==> config.mk <==
export PLATFORM = sky130hd
export DESIGN_NAME = cpu_step_controller
export DESIGN_NICKNAME = d
export VERILOG_FILES = /design/src/rtl/cpu_step_controller_pkg.sv /design/src/rtl/button_debounce.sv /design/src/rtl/cpu_step_controller.sv
export SDC_FILE = /design/constraint.sdc
export NUM_CORES = 1
export LEC_CHECK = 0
export BUFFER_PORTS_ARGS = -buffer_cell sky130_fd_sc_hd__buf_2
export CAP_MARGIN = 20
export CORE_MARGIN = 8
export CORE_UTILIZATION = 60
export CTS_BUF_LIST = sky130_fd_sc_hd__clkbuf_16
export CTS_CLUSTER_SIZE = 30
export DETAILED_ROUTE_END_ITERATION = 7
export PLACE_DENSITY = 0.84
export SLEW_MARGIN = 20
export SYNTH_ARGS = -nofsm -noshare
export SYNTH_HDL_FRONTEND = slang
export SYNTH_SLANG_ARGS = --single-unit
==> constraint.sdc <==
create_clock -name clk -period 4.6 [get_ports clk]
set_input_delay 0.46 -clock clk [delete_from_list [all_inputs] [get_ports clk]]
set_output_delay 0.46 -clock clk [all_outputs]
set_load 0.03 [all_outputs]
==> src/rtl/cpu_step_controller_pkg.sv <==
// Shared definitions for the CPU step controller: run-mode encodings and defaults.
// Latency: n/a (definitions only).
// Backpressure: n/a (definitions only).
package cpu_step_controller_pkg;

  // Encoding is visible on the mode output, so the values are fixed.
  typedef enum logic [1:0] {
    IDLE   = 2'd0,
    RUN    = 2'd1,
    STEP   = 2'd2,
    HALTED = 2'd3
  } mode_t;

  localparam int DEFAULT_DEBOUNCE_CYCLES = 16;
  localparam int DEFAULT_CNT_W           = 32;

endpackage

==> src/rtl/button_debounce.sv <==
// Button conditioner: 2-FF synchroniser, debounce counter, rising-edge press pulse.
// Latency: a raw edge stable for DEBOUNCE_CYCLES samples yields btn_press 2+DEBOUNCE_CYCLES+1 clks later.
// Backpressure: none; btn_press is a single-clk pulse per accepted press, holding gives one pulse.
//
// Ports:
//   clk       system clock
//   rst       synchronous active-high reset, clears synchroniser, counter and accepted level
//   btn_raw   raw asynchronous button level
//   btn_press one-clk pulse on each accepted rising level
module button_debounce
  import cpu_step_controller_pkg::*;
#(
  parameter int DEBOUNCE_CYCLES = DEFAULT_DEBOUNCE_CYCLES
) (
  input  logic clk,
  input  logic rst,
  input  logic btn_raw,
  output logic btn_press
);

  localparam int             CW   = $clog2(DEBOUNCE_CYCLES + 1);
  localparam logic [CW-1:0]  LAST = CW'(DEBOUNCE_CYCLES - 1);

  logic          syncMeta;
  logic          syncLevel;
  logic          level;
  logic          levelDly;
  logic [CW-1:0] stableCnt;

  always_ff @(posedge clk) begin
    if (rst) begin
      syncMeta  <= 1'b0;
      syncLevel <= 1'b0;
      level     <= 1'b0;
      levelDly  <= 1'b0;
      stableCnt <= '0;
      btn_press <= 1'b0;
    end else begin
      syncMeta  <= btn_raw;
      syncLevel <= syncMeta;

      // stableCnt counts consecutive samples that disagree with the accepted
      // level; any agreeing sample (a bounce back) restarts the count.
      if (syncLevel == level) begin
        stableCnt <= '0;
      end else if (stableCnt == LAST) begin
        level     <= syncLevel;
        stableCnt <= '0;
      end else begin
        stableCnt <= stableCnt + CW'(1);
      end

      levelDly  <= level;
      btn_press <= level & ~levelDly;
    end
  end

endmodule

==> src/rtl/cpu_step_controller.sv <==
// Turns the divider tick into the MIPS datapath instruction enable under run/step/halt control.
// Latency: cpu_en is combinational from tick_in (zero latency); mode updates one clk after a press pulse.
// Backpressure: none; every tick in RUN/STEP yields exactly one enable, ticks in other modes are dropped.
//
// Ports:
//   clk          system clock
//   rst          synchronous active-high reset
//   tick_in      one-clk enable pulse from the divider stage
//   run_btn      raw run/pause push-button
//   step_btn     raw single-step push-button
//   halt_in      core halt/exit level; parks the controller in HALTED until reset
//   cpu_en       datapath instruction enable
//   instr_count  number of cycles in which cpu_en was high (wraps silently)
//   mode         registered state encoding (IDLE/RUN/STEP/HALTED)
module cpu_step_controller
  import cpu_step_controller_pkg::*;
#(
  parameter int DEBOUNCE_CYCLES = DEFAULT_DEBOUNCE_CYCLES,
  parameter int CNT_W           = DEFAULT_CNT_W
) (
  input  logic             clk,
  input  logic             rst,
  input  logic             tick_in,
  input  logic             run_btn,
  input  logic             step_btn,
  input  logic             halt_in,
  output logic             cpu_en,
  output logic [CNT_W-1:0] instr_count,
  output logic [1:0]       mode
);

  mode_t state;
  mode_t stateNext;
  logic  runPress;
  logic  stepPress;

  button_debounce #(.DEBOUNCE_CYCLES(DEBOUNCE_CYCLES)) runDebounce (
    .clk       (clk),
    .rst       (rst),
    .btn_raw   (run_btn),
    .btn_press (runPress)
  );

  button_debounce #(.DEBOUNCE_CYCLES(DEBOUNCE_CYCLES)) stepDebounce (
    .clk       (clk),
    .rst       (rst),
    .btn_raw   (step_btn),
    .btn_press (stepPress)
  );

  always_ff @(posedge clk) begin
    if (rst) begin
      state <= IDLE;
    end else begin
      state <= stateNext;
    end
  end

  always_comb begin
    stateNext = state;
    // Enable uses the current state, so a pause landing on a tick cycle
    // still lets that tick through; the new state applies next cycle.
    cpu_en    = tick_in & ((state == RUN) | (state == STEP)) & ~halt_in & ~rst;

    if (state != HALTED && halt_in) begin
      stateNext = HALTED;
    end else begin
      case (state)
        IDLE: begin
          // Run has priority over a simultaneous step press.
          if (runPress) begin
            stateNext = RUN;
          end else if (stepPress) begin
            stateNext = STEP;
          end
        end
        RUN: begin
          if (runPress) begin
            stateNext = IDLE;
          end
        end
        STEP: begin
          // Leave on the tick that was just enabled; presses are ignored here.
          if (tick_in) begin
            stateNext = IDLE;
          end
        end
        HALTED: begin
          stateNext = HALTED;
        end
      endcase
    end
  end

  always_ff @(posedge clk) begin
    if (rst) begin
      instr_count <= '0;
    end else if (cpu_en) begin
      instr_count <= instr_count + CNT_W'(1);
    end
  end

  assign mode = state;

endmodule

== Word-level counts from Yosys, hierarchy flattened ==
Cells that the tools add are included.
Cells by class
  bitwise operators: 12
  eq/ne operators: 11
  add/subtract/negate cells: 3
  reduce and logical (&&, ||, !) cells: 7
  multiplexer cells: 6
Operator list (number)
  32-bit by 1-bit adder with 32-bit output, second input constant: 1
  5-bit by 1-bit adder with 5-bit output, second input constant: 2
  5-bit by 4-bit == test with 1-bit output, second input constant: 2
  2-bit two-way mux: 5
  2-bit case mux with 4 select lines: 1
  1-bit inverter: 6
  3-bit OR reduction: 2
  1-bit bitwise AND: 5
  2-bit == test, second input constant: 2
  4-bit by 2-bit inequality test with 1-bit output, second input constant: 1
  2-bit AND reduction: 2
  3-bit by 1-bit inequality test with 1-bit output, second input constant: 1
  3-bit by 2-bit inequality test with 1-bit output, second input constant: 1
  3-bit AND reduction: 1
  1-bit == test: 2
  2-bit by 1-bit == test with 1-bit output, second input constant: 1
  2-bit zero test: 1
  2-bit inequality test, second input constant: 1
  1-bit logical AND: 1
  1-bit OR: 1
Storage, ports and cells
  output and inout port bits: 35
  register bits: 54
  word-level logic and storage cells: 53
  input bits: 6

== Depth between registers and ports, before layout ==
Gate-level depths: netlist of run 1.
  depth in word-level cells: 5
  mapped depth: 8

== Cells and area by module ==
From an unflattened synthesis of run 1, not the netlist that was laid out.
Unflattened totals
  cells, all modules: 260
  area, all modules: 2461.1 sq um
Modules (own cells, without submodules)
  cpu_step_controller: times used 1, cells each 198, area an instance 1783.0 sq um
  button_debounce: times used 2, cells each 31, area an instance 339.1 sq um

== Worst setup path after synthesis of run 1 ==
OpenSTA, ideal clock, no wires.
  path kind: flip-flop to flip-flop
  start: reg state[0] (netlist: mode[0])
  end: reg instr_count[8]
  setup time: 0.070 ns
  arrival time: 2.258 ns
  cell stages (with the launch flop): 9
  period minus slack after synthesis: 2.328 ns
  path buffers: 2
  path slack: 2.272 ns
  cell sequence: dfxtp_1 -> inv_1 -> ha_1 -> nor4bb_1 -> buf_2 -> buf_2 -> nand4_1 -> or3_1 -> a21oi_1
On the way
  word-level cells in the longest chain between the ends: 5
  elaborated cells between the ends (all ways): 6
Ends and longest elaborated chain
  start, declared: line cpu_step_controller.sv:32  | mode_t state;
  start signal, assigned: line cpu_step_controller.sv:55  | state <= stateNext;
  2-bit by 1-bit == test with 1-bit output or 2-bit == test (tied branches): line cpu_step_controller.sv:63  | cpu_en = tick_in & ((state == RUN) | (state == STEP)) & ~halt_in & ~rst;
  1-bit OR (*): line cpu_step_controller.sv:63
  1-bit bitwise AND (*) (3 in series): line cpu_step_controller.sv:63
  named net cpu_en: line cpu_step_controller.sv:27  | output logic cpu_en,
  end signal, assigned: line cpu_step_controller.sv:99  | instr_count <= instr_count + CNT_W'(1);
  end, declared: line cpu_step_controller.sv:28  | output logic [CNT_W-1:0] instr_count,
The timed path passes the listed nets; every way through them passes the cells marked *.
A chain may end at the register's enable or synchronous reset.

== Worst setup path after layout of run 1 ==
  start: reg state[1] (netlist: mode[1])
  end: reg instr_count[31]
On the way
  word-level cells in the longest chain between the ends: 5
  elaborated cells between the ends (all ways): 6
Ends and longest elaborated chain (line)
  2-bit by 1-bit == test with 1-bit output or 2-bit == test (tied branches): cpu_step_controller.sv:63
  1-bit OR (*): cpu_step_controller.sv:63
  1-bit bitwise AND (*) (3 in series): cpu_step_controller.sv:63
Mark *: on every way between the ends. The rest lies on a longest branch, timed or not.

==> impl_metrics.toml, run 1 <==
[hold_path]
hold_path_depth = 2
hp-class = "primary input to register"
hp-start = "run_btn"
whs_endpoint = "runDebounce.syncMeta"

[critical_path]
timing.reg2reg.worst_path_depth = 7
r2r_slack_ns = 2.32
end_kind = "register"
required_ns = 4.78
path_cells = "inv_1 -> ha_1 -> nor4bb_2 -> buf_4 -> nand2_1 -> nor4_1 -> mux2_2"
r2r-end = "instr_count[31]"
r2r_start = "mode[1]"
arrival_ns = 2.46
cp_max_fo = 19
critPathSlowestCell = "dfxtp_1"
worst_setup_path_start_kind = "register"
cp_slowest_stage_delay_ns = 0.41
critical_path_class = "register to register"

[status]
outcome = "finished clean"

[routing]
top_layer_used = "met4"
vias = 2155
post_drt_wl_per_cell_um = 14.96
viasPerCell = 6.020
ant_nets = 0
route.met2.wl_um = 2547
drtIter0Drc = 175
drcViolationCount = 0
wirelength_um = 5355
m1WireLength_um = 2309
dr_wl_met3_um = 381
dr.pass1.iters = 5

[power]
ir_worst_vdd_uv = 201.0
combPwrFrac_pct = 4.9
internal-power_mw = 0.7443
p_leak_nw = 1.099
power.switching_mw = 0.2010
clock_power_share_pct = 44.7
switching_share_pct = 21.27
pwr-share-seq_pct = 50.4
p_per_area_nw_per_um2 = 334.1

[clock_tree]
cts_buffers = 5
ctsResizeCount = 0
clk_latency_ns = 0.29
post-cts-setup-buffers = 0
clk_path_buf_depth = 2
cts_tree = "yes"
clock-root-buffer = "clkbuf_16"
htreeDepth = 2
cts_hold_buf = 0
clock-sinks = 54
cts.clk_slew.worst_paths_ns = 0.07

[cells_and_area]
fin_nets = 323
fillCellCount = 301
multiInputGateArea_um2 = 1270
antennaDiodeCount = 0
seq_area_um2 = 1081
drive_gt1_share_pct = 18.18
syn2layout_area_growth_pct = 15.71

[synth]
syn_area_um2 = 2445
ys_seq_elements = 54
synth_edf_count = 0
syn_nets = 288
ys_types = 34
synth.avg_cell_area_um2 = 8.988
ys_seq_area_share_pct = 44.22
netlist_instances = 272
ys_warn_count = 0
async_reset_ff_share_pct = 0
synth_ff_type = "dfxtp_1"

[timing]
setup_viol = 0
fin_crit_ns = 2.278
rsz0062_at_grt = "no"
fmax_ghz = 0.4391
hold_violations = 0
finalCritPeriodShare_pct = 49.51
finClkSkew_ns = 0.005132
slew_viol_final = 0
setup_slack_ns = 2.322
slew_headroom_pct = 45.02
worst_pin_slew_ns = 0.8247
setup_tns_ns = 0

[floorplanning]
die_w_um = 79.84
die_area_um2 = 6374
row_count = 23
io_pins = 41
core_um2 = 3971
die_h_um = 79.84
start_util_pct = 61.56

[placement]
globalplace.congestion = 0.7575
port_buffers = 40
hpwl_um = 3584
pre_cts_ws_ns = 2.159

[global_routing]
grt_pass1_vias = 1949
grt_pass1_wl_um = 8949
grt_usage_pct = 17.33
grt-ovfl-total = 0
antenna_found_initial = 0
grt_max_degree = 47

[flow_run]
maxCapViolations = 0
-- synth_stat cells, types with 10 or more instances --
| cell | n | area [µm²] |
|---|---|---|
| dfxtp_1 | 54 | 1081 |
| a21oi_1 | 23 | 115.1 |
| nor2_1 | 20 | 75.07 |
| o31ai_1 | 15 | 112.6 |
| or4_1 | 15 | 112.6 |
| nand3_1 | 14 | 70.07 |
| nand4_1 | 12 | 75.07 |
| o21ai_0 | 12 | 60.06 |
| inv_1 | 11 | 41.29 |
| nand2_1 | 11 | 41.29 |
| nor2b_1 | 11 | 68.82 |
| clkbuf_1 | 10 | 37.54 |
| ha_1 | 10 | 125.1 |
| or3_1 | 10 | 62.56 |
-- worst max-delay path, delay by kind of cell, from the launching register on --
kind / cells / cell delay (ns)
flops: 1 / 0.41
simple gates: 3 / 0.71
fa+ha+maj: 1 / 0.29
mux: 1 / 0.37
buf+inv: 2 / 0.37
-- layout by cell type, fill, tap and decap left out, drive strengths merged, types with 2 or more instances in the layout --
| cell | instances |
|---|---|
| a21oi | 23 |
| a31oi | 2 |
| and2 | 2 |
| and3 | 4 |
| and4 | 5 |
| buf | 41 |
| clkbuf | 5 |
| dfxtp | 54 |
| ha | 10 |
| inv | 12 |
| mux2i | 2 |
| nand2 | 11 |
| nand2b | 4 |
| nand3 | 14 |
| nand4 | 13 |
| nor2 | 20 |
| nor2b | 11 |
| o21ai | 12 |
| o31ai | 15 |
| or3 | 10 |
| or4 | 16 |
| xnor2 | 6 |
| xor2 | 7 |
-- metrics by stage --
| step | utilization (%) | area (µm²) | hold slack [ns] | cells | total power, mW |
|---|---|---|---|---|---|
| 6_report | 71.24 | 2829 | 0.3731 | 358 | 0.9453 |
| 4_1_cts | 71.24 | 2829 | 0.3763 | 358 | 0.9496 |
| 5_1_grt | 71.24 | 2829 | 0.3760 | 358 | 0.9797 |
| 2_1_floorplan | - | 2445 | 0.3674 | 272 | 0.5204 |
| 3_5_place_dp | 67.04 | 2663 | 0.3788 | 350 | 0.5332 |
| 3_3_place_gp | 67.04 | 2663 | 0.3719 | 350 | 0.5317 |
-- flip-flops by register name, summed over array words and instances (netlist names) --
name	cells
runDebounce.level	1
stepDebounce.levelDly	1
mode	2
instr_count	32
stepDebounce.level	1
stepDebounce.stableCnt	5
stepDebounce.syncMeta	1
runDebounce.levelDly	1
stepDebounce.syncLevel	1
stepDebounce.btn_press	1
runDebounce.syncLevel	1
runDebounce.btn_press	1
runDebounce.stableCnt	5
runDebounce.syncMeta	1
-- per-layer routing --
layer,vias up,GRT usage (%)
met4,0,6.727
met2,69,29.18
met3,12,5.180
met5,-,0
met1,1017,20.08
li1,1057,-
-- worst max-delay path by stage --
stage | from | depth (start not counted) | slack, ns | end
after global placement | rst | 6 | 2.21 | instr_count[31]
after CTS | mode[0] | 7 | 2.33 | instr_count[31]
after detailed placement | rst | 6 | 2.16 | instr_count[31]
after floorplan | mode[0] | 8 | 2.27 | instr_count[8]
final | mode[1] | 7 | 2.32 | instr_count[31]
after global routing | mode[1] | 7 | 2.15 | instr_count[16]
-- power by group through the flow --
stage               clock network, mW  logic, mW  registers (mW)
global route                    0.451     0.0512           0.477
detailed placement                  0     0.0457           0.487
floorplan                           0     0.0288           0.492
global placement                    0     0.0446           0.487
CTS                             0.427     0.0461           0.477
finish                          0.423     0.0462           0.477
-- logic make-up after synthesis --
group           share of synthesized area (%)
xor+xnor                                4.657
simple gates                            27.64
compound gates                          13.00
mux                                     1.279
buf+inv                                 4.094
flops                                   44.22
fa+ha+maj                               5.118
-- final cells by class --
| class | count | area share, % |
|---|---|---|
| repair buffers | 41 | 7.342 |
| clock buffers | 5 | 4.423 |
| well taps | 50 | 2.211 |
| clock inverters | 3 | 1.460 |
| multi-input cells | 194 | 44.89 |
| inverters | 11 | 1.460 |
| flip-flops and latches | 54 | 38.21 |
No activity file was read; power rests on OpenSTA's default activity.
==> run 2: changes to the inputs <==
- ABC_AREA: default -> 1
- CORE_UTILIZATION: 60 -> 56
- PLACE_DENSITY: 0.84 -> 0.79
- clock period: 4.6 -> 2.3 ns (I/O delays scaled with it)
==> run 2 against run 1 <==
  * Worst hold slack got worse by 0.23 ns
  * Cell count up 32%
  * Sequential cell count is the same
  * Largest cell class unchanged
  * Clock-buffer cell count unchanged
  * Design area increased by 9.7%
  * Sequential power is 100% higher
  * Global-route usage down 0.94 points
  * Core utilization shrank 4.6 points
  * Critical endpoint is now cpu_en
  * Synthesized cell count rose by 38%
  * Largest power group unchanged
  * Non-clock buffer count up 1
  * Die area rose by 14%
==> impl_metrics.toml, run 2 <==
[cells_and_area]
reg_top3 = "instr_count x32, runDebounce.stableCnt x5, stepDebounce.stableCnt x5"
largest_register = "instr_count"
drive_gt1_share_pct = 17.18
finalNonFillerCells = 473
antennaDiodeCount = 0
syn2layout_area_growth_pct = 15.93
fin_nets = 434
mostFrequentLayoutCell = "nand2_1"
largest_reg_flops = 32
most-common-layout-cells = "63 x nand2_1, 61 x nor2_1, 59 x inv_1"

[timing]
setup_viol = 0
setup_slack_ns = 0.3438
fmax_ghz = 0.5112
finClkSkew_ns = 0.006507
slew_headroom_pct = 72.94
fin_crit_ns = 1.956
slew_viol_final = 0
rsz0062_at_grt = "no"
finalCritPeriodShare_pct = 85.05
worst_pin_slew_ns = 0.4041
hold_violations = 0
setup_tns_ns = 0

[synth]
synth_edf_count = 0
ys_warn_count = 0
synthTopCellsByArea = "dfxtp_1 40%, nand2_1 8.8%, nor2_1 8.6%"
syn_nets = 390
synth_top_family_by_area = "simple AND/OR/NAND/NOR gates"
yosys.area_share.simple_pct = 33.93
yosysTopAreaCell = "dfxtp_1"
synthTopCellsByCount = "63 x nand2_1, 61 x nor2_1, 58 x inv_1"
synth-xor-area-share_pct = 1.308
synth.avg_cell_area_um2 = 7.159
synth_compound_area_share_pct = 10.42
yosysMostFrequentCell = "nand2_1"
synth_top_area_share_pct = 40.37
synth_ff_type = "dfxtp_1"
ys_seq_elements = 54
netlist_instances = 374
synthAdderAreaFrac_pct = 4.673
syn_area_um2 = 2678
ys_types = 30
synthMuxAreaShare_pct = 0
ys_seq_area_share_pct = 40.37
async_reset_ff_share_pct = 0

[power]
ir_worst_vdd_uv = 420.8
p_per_area_nw_per_um2 = 614.2
p_leak_nw = 1.403

[floorplanning]
core_um2 = 4661
io_pins = 41
start_util_pct = 57.45
die_h_um = 85.15
die_area_um2 = 7250
die_w_um = 85.15
row_count = 25

[critical_path]
arrival_ns = 1.73
path_cells = "inv_1 -> ha_1 -> nand3_2 -> nor2_4 -> buf_2"
r2r_slack_ns = 0.41
cp_max_fo = 8
critical_path_class = "register to output pin"
startpoint = "mode[0]"
r2r_start = "mode[0]"
cp_slowest_stage_delay_ns = 0.40
r2r-end = "instr_count[13]"
worst_setup_path_start_kind = "register"
end_kind = "output pin"
required_ns = 2.07
timing.reg2reg.worst_path_depth = 9
critPathSlowestCell = "dfxtp_1"

[routing]
post_drt_wl_per_cell_um = 12.19
ant_nets = 0
drcViolationCount = 0
wirelength_um = 5765
dr.pass1.iters = 4
vias = 2422
viasPerCell = 5.121
drtIter0Drc = 141

[clock_tree]
cts.clk_slew.worst_paths_ns = 0.07
cts_buffers = 5
clock-sinks = 54
clock-root-buffer = "clkbuf_16"
cts_tree = "yes"
htreeDepth = 2
ctsResizeCount = 0
clk_path_buf_depth = 2
post-cts-setup-buffers = 0
clk_latency_ns = 0.29
cts_hold_buf = 0

[global_routing]
grt_pass1_wl_um = 9867
grt_max_degree = 19
grt-ovfl-total = 0
grt_pass1_vias = 2212
antenna_found_initial = 0
grt_usage_pct = 16.39

[hold_path]
whs_endpoint = "stepDebounce.syncMeta"
hp-class = "primary input to register"
hold_path_depth = 3
hp-start = "step_btn"

[placement]
port_buffers = 40
pre_cts_ws_ns = 0.4245
dp_cells = 465
globalplace.congestion = 0.9339
hpwl_um = 4459

[flow_run]
maxCapViolations = 0

[status]
outcome = "finished clean"
==> run 2: per-stage QoR <==
stage                     hold WS, ns  cell area, µm²  utilization, %  total power [mW]
after floorplan                0.3370            2678               -             1.061
after global placement         0.3767            2938           63.03             1.089
after detailed placement       0.3839            2938           63.03             1.091
after CTS                      0.1352            3104           66.60             1.924
after global routing           0.1403            3104           66.60             1.969
final                          0.1407            3104           66.60             1.906
==> run 2: worst max-delay path: cells and delay by family (launching register included) <==
kind	cells	cell delay, ns
adders and majority gates	1	0.32
buffers and inverters	2	0.35
DFF	1	0.40
and+or+nand+nor	2	0.37
==> run 2: layout make-up <==
type                       instances  area (µm²)
inverter                          60       226.5
clock inverter                     3       41.29
sequential                        54        1081
tap                               54       67.56
fill                             405        1556
clock buffer                       5       125.1
multi-input combinational        255        1348
timing repair buffer              42       215.2
==> run 2: per-layer routing <==
metal / GRT usage, % / routed length (µm)
met1: 20.35 / 2733
met2: 26.49 / 2599
met3: 3.668 / 312
met4: 6.958 / 120
met5: 0 / 0
==> run 2: cells by family after synthesis <==
family | after synthesis
xor+xnor | 4
compound gates | 50
buf+inv | 65
flops | 54
fa+ha+maj | 10
simple gates | 191
==> run 2: worst max path at each step <==
stage | endpoint | depth (start not counted) | slack, ns
after floorplan | instr_count[21] | 9 | 0.31
after global routing | cpu_en | 5 | 0.25
after detailed placement | instr_count[13] | 9 | 0.42
after global placement | instr_count[13] | 9 | 0.53
after CTS | cpu_en | 5 | 0.35
final | cpu_en | 5 | 0.34
==> run 2: power breakdown <==
group	total [mW]	internal (mW)	switching, mW	leakage [nW]
Combinational	0.115	0.0372	0.0782	0.885
Clock	0.837	0.509	0.327	0.0812
Sequential	0.954	0.945	0.00909	0.436
Total	1.91	1.49	0.415	1.40
==> run 3: changes to the inputs <==
- BUFFER_PORTS_ARGS: -buffer_cell sky130_fd_sc_hd__buf_2 -> -buffer_cell sky130_fd_sc_hd__clkbuf_2
==> run 3 against run 2 <==
  * First-iteration DRC count grew 12%
  * Critical path depth is the same
  * Routed wire length grew 2.9%
  * Register-to-register slack is essentially flat
  * Combinational power is essentially flat
  * Core utilization shrank 0.46 points
  * Critical path type unchanged
==> impl_metrics.toml, run 3 (synthesis gave the netlist of run 2 again) <==
[status]
outcome = "finished clean"

[power]
p_per_area_nw_per_um2 = 587.4
p_leak_nw = 1.359
pwr-share-seq_pct = 52.7
internal-power_mw = 1.386
ir_worst_vdd_uv = 443.4
combPwrFrac_pct = 6.5
total_power_mw = 1.811
switching_share_pct = 23.45
power.switching_mw = 0.4248
clock_power_share_pct = 40.8

[clock_tree]
htreeDepth = 2
clock-root-buffer = "clkbuf_16"
cts_tree = "yes"
clock-sinks = 54
clk_path_buf_depth = 2
ctsResizeCount = 0
post-cts-setup-buffers = 0
cts.clk_slew.worst_paths_ns = 0.07
cts_hold_buf = 0
clk_latency_ns = 0.29
cts_buffers = 5

[critical_path]
r2r_start = "mode[0]"
cp_max_fo = 8
path_cells = "inv_1 -> ha_1 -> nand3_2 -> nor2_4 -> clkbuf_2"
arrival_ns = 1.76
required_ns = 2.07
r2r_slack_ns = 0.40
r2r-end = "instr_count[24]"
worst_setup_path_start_kind = "register"
timing.reg2reg.worst_path_depth = 9
critPathSlowestCell = "dfxtp_1"
cp_slowest_stage_delay_ns = 0.41
critical_path_class = "register to output pin"
end_kind = "output pin"

[timing]
rsz0062_at_grt = "no"
finClkSkew_ns = 0.004196
fmax_ghz = 0.5037
slew_headroom_pct = 71.86
slew_viol_final = 0
setup_tns_ns = 0
setup_viol = 0
worst_pin_slew_ns = 0.4202
finalCritPeriodShare_pct = 86.32
hold_violations = 0
fin_crit_ns = 1.985

[cells_and_area]
fin_nets = 434
utilization_pct = 66.15
drive_gt1_share_pct = 17.18
syn2layout_area_growth_pct = 15.14
design_area_um2 = 3083
mostFrequentLayoutCell = "nand2_1"
most-common-layout-cells = "63 x nand2_1, 61 x nor2_1, 58 x inv_1"
seq_area_um2 = 1081
reg_top3 = "instr_count x32, runDebounce.stableCnt x5, stepDebounce.stableCnt x5"
largest_register = "instr_count"
fillCellCount = 411
multiInputGateArea_um2 = 1348
largest_reg_flops = 32
antennaDiodeCount = 0

[hold_path]
hp-start = "step_btn"
hp-class = "primary input to register"
whs_endpoint = "stepDebounce.syncMeta"
hold_path_depth = 3

[global_routing]
grt_pass1_vias = 2353
grt_pass1_wl_um = 10550
grt-ovfl-total = 0
grt_usage_pct = 17.40
grt_max_degree = 20
antenna_found_initial = 0

[floorplanning]
row_count = 25
die_w_um = 85.15
die_area_um2 = 7250
core_um2 = 4661
start_util_pct = 57.45
die_h_um = 85.15
io_pins = 41

[routing]
wirelength_um = 5934
drcViolationCount = 0
drtIter0Drc = 158
viasPerCell = 5.178
ant_nets = 0
vias = 2449
post_drt_wl_per_cell_um = 12.55
dr.pass1.iters = 7

[placement]
hpwl_um = 4531
globalplace.congestion = 0.8953
port_buffers = 40
placed_area_um2 = 2938

[flow_run]
maxCapViolations = 0
## run 3: worst max path at each step
stage | from | slack, ns | to
finish | mode[0] | 0.31 | cpu_en
floorplan | mode[0] | 0.31 | instr_count[21]
global route | mode[0] | 0.18 | instr_count[10]
CTS | mode[0] | 0.33 | cpu_en
detailed placement | mode[0] | 0.42 | instr_count[24]
global placement | mode[1] | 0.52 | instr_count[24]
## run 3: through the flow
stage / cells / hold WS, ns / setup slack (ns)
global placement: 465 / 0.3767 / 0.5222
global route: 473 / 0.1197 / 0.1798
detailed placement: 465 / 0.3836 / 0.4215
finish: 473 / 0.1262 / 0.3146
floorplan: 374 / 0.3370 / 0.3139
CTS: 473 / 0.1227 / 0.3273
## run 3: area by class of cell
cell class                      count  share of cell area [%]
Multi-Input combinational cell    255                   43.71
Sequential cell                    54                   35.07
Inverter                           60                   7.346
Timing Repair Buffer               42                   6.980
Clock buffer                        5                   4.058
Tap cell                           54                   2.192
Clock inverter                      3                  0.6493
## run 3: metal layers
layer  GRT usage [%]  vias to the layer above  share of wire, %
met4           5.502                        0              0.93
li1                -                     1276                 -
met2           28.84                       60                46
met3           4.730                        6               5.9
met5               0                        -                 0
met1           21.22                     1107                47
## run 3: power by group through the flow
| stage | logic [mW] | registers, mW | clock network [mW] |
|---|---|---|---|
| 6_report | 0.118 | 0.955 | 0.738 |
| 5_1_grt | 0.133 | 0.956 | 0.796 |
| 4_1_cts | 0.118 | 0.954 | 0.759 |
| 3_5_place_dp | 0.117 | 0.976 | 0 |
| 3_3_place_gp | 0.114 | 0.976 | 0 |
| 2_1_floorplan | 0.0739 | 0.987 | 0 |
## run 3: critical path, delay by kind of cell (launching register included)
kind / cells / cell delay [ns]
fa+ha+maj: 1 / 0.33
buf+inv: 2 / 0.36
flops: 1 / 0.41
simple gates: 2 / 0.36
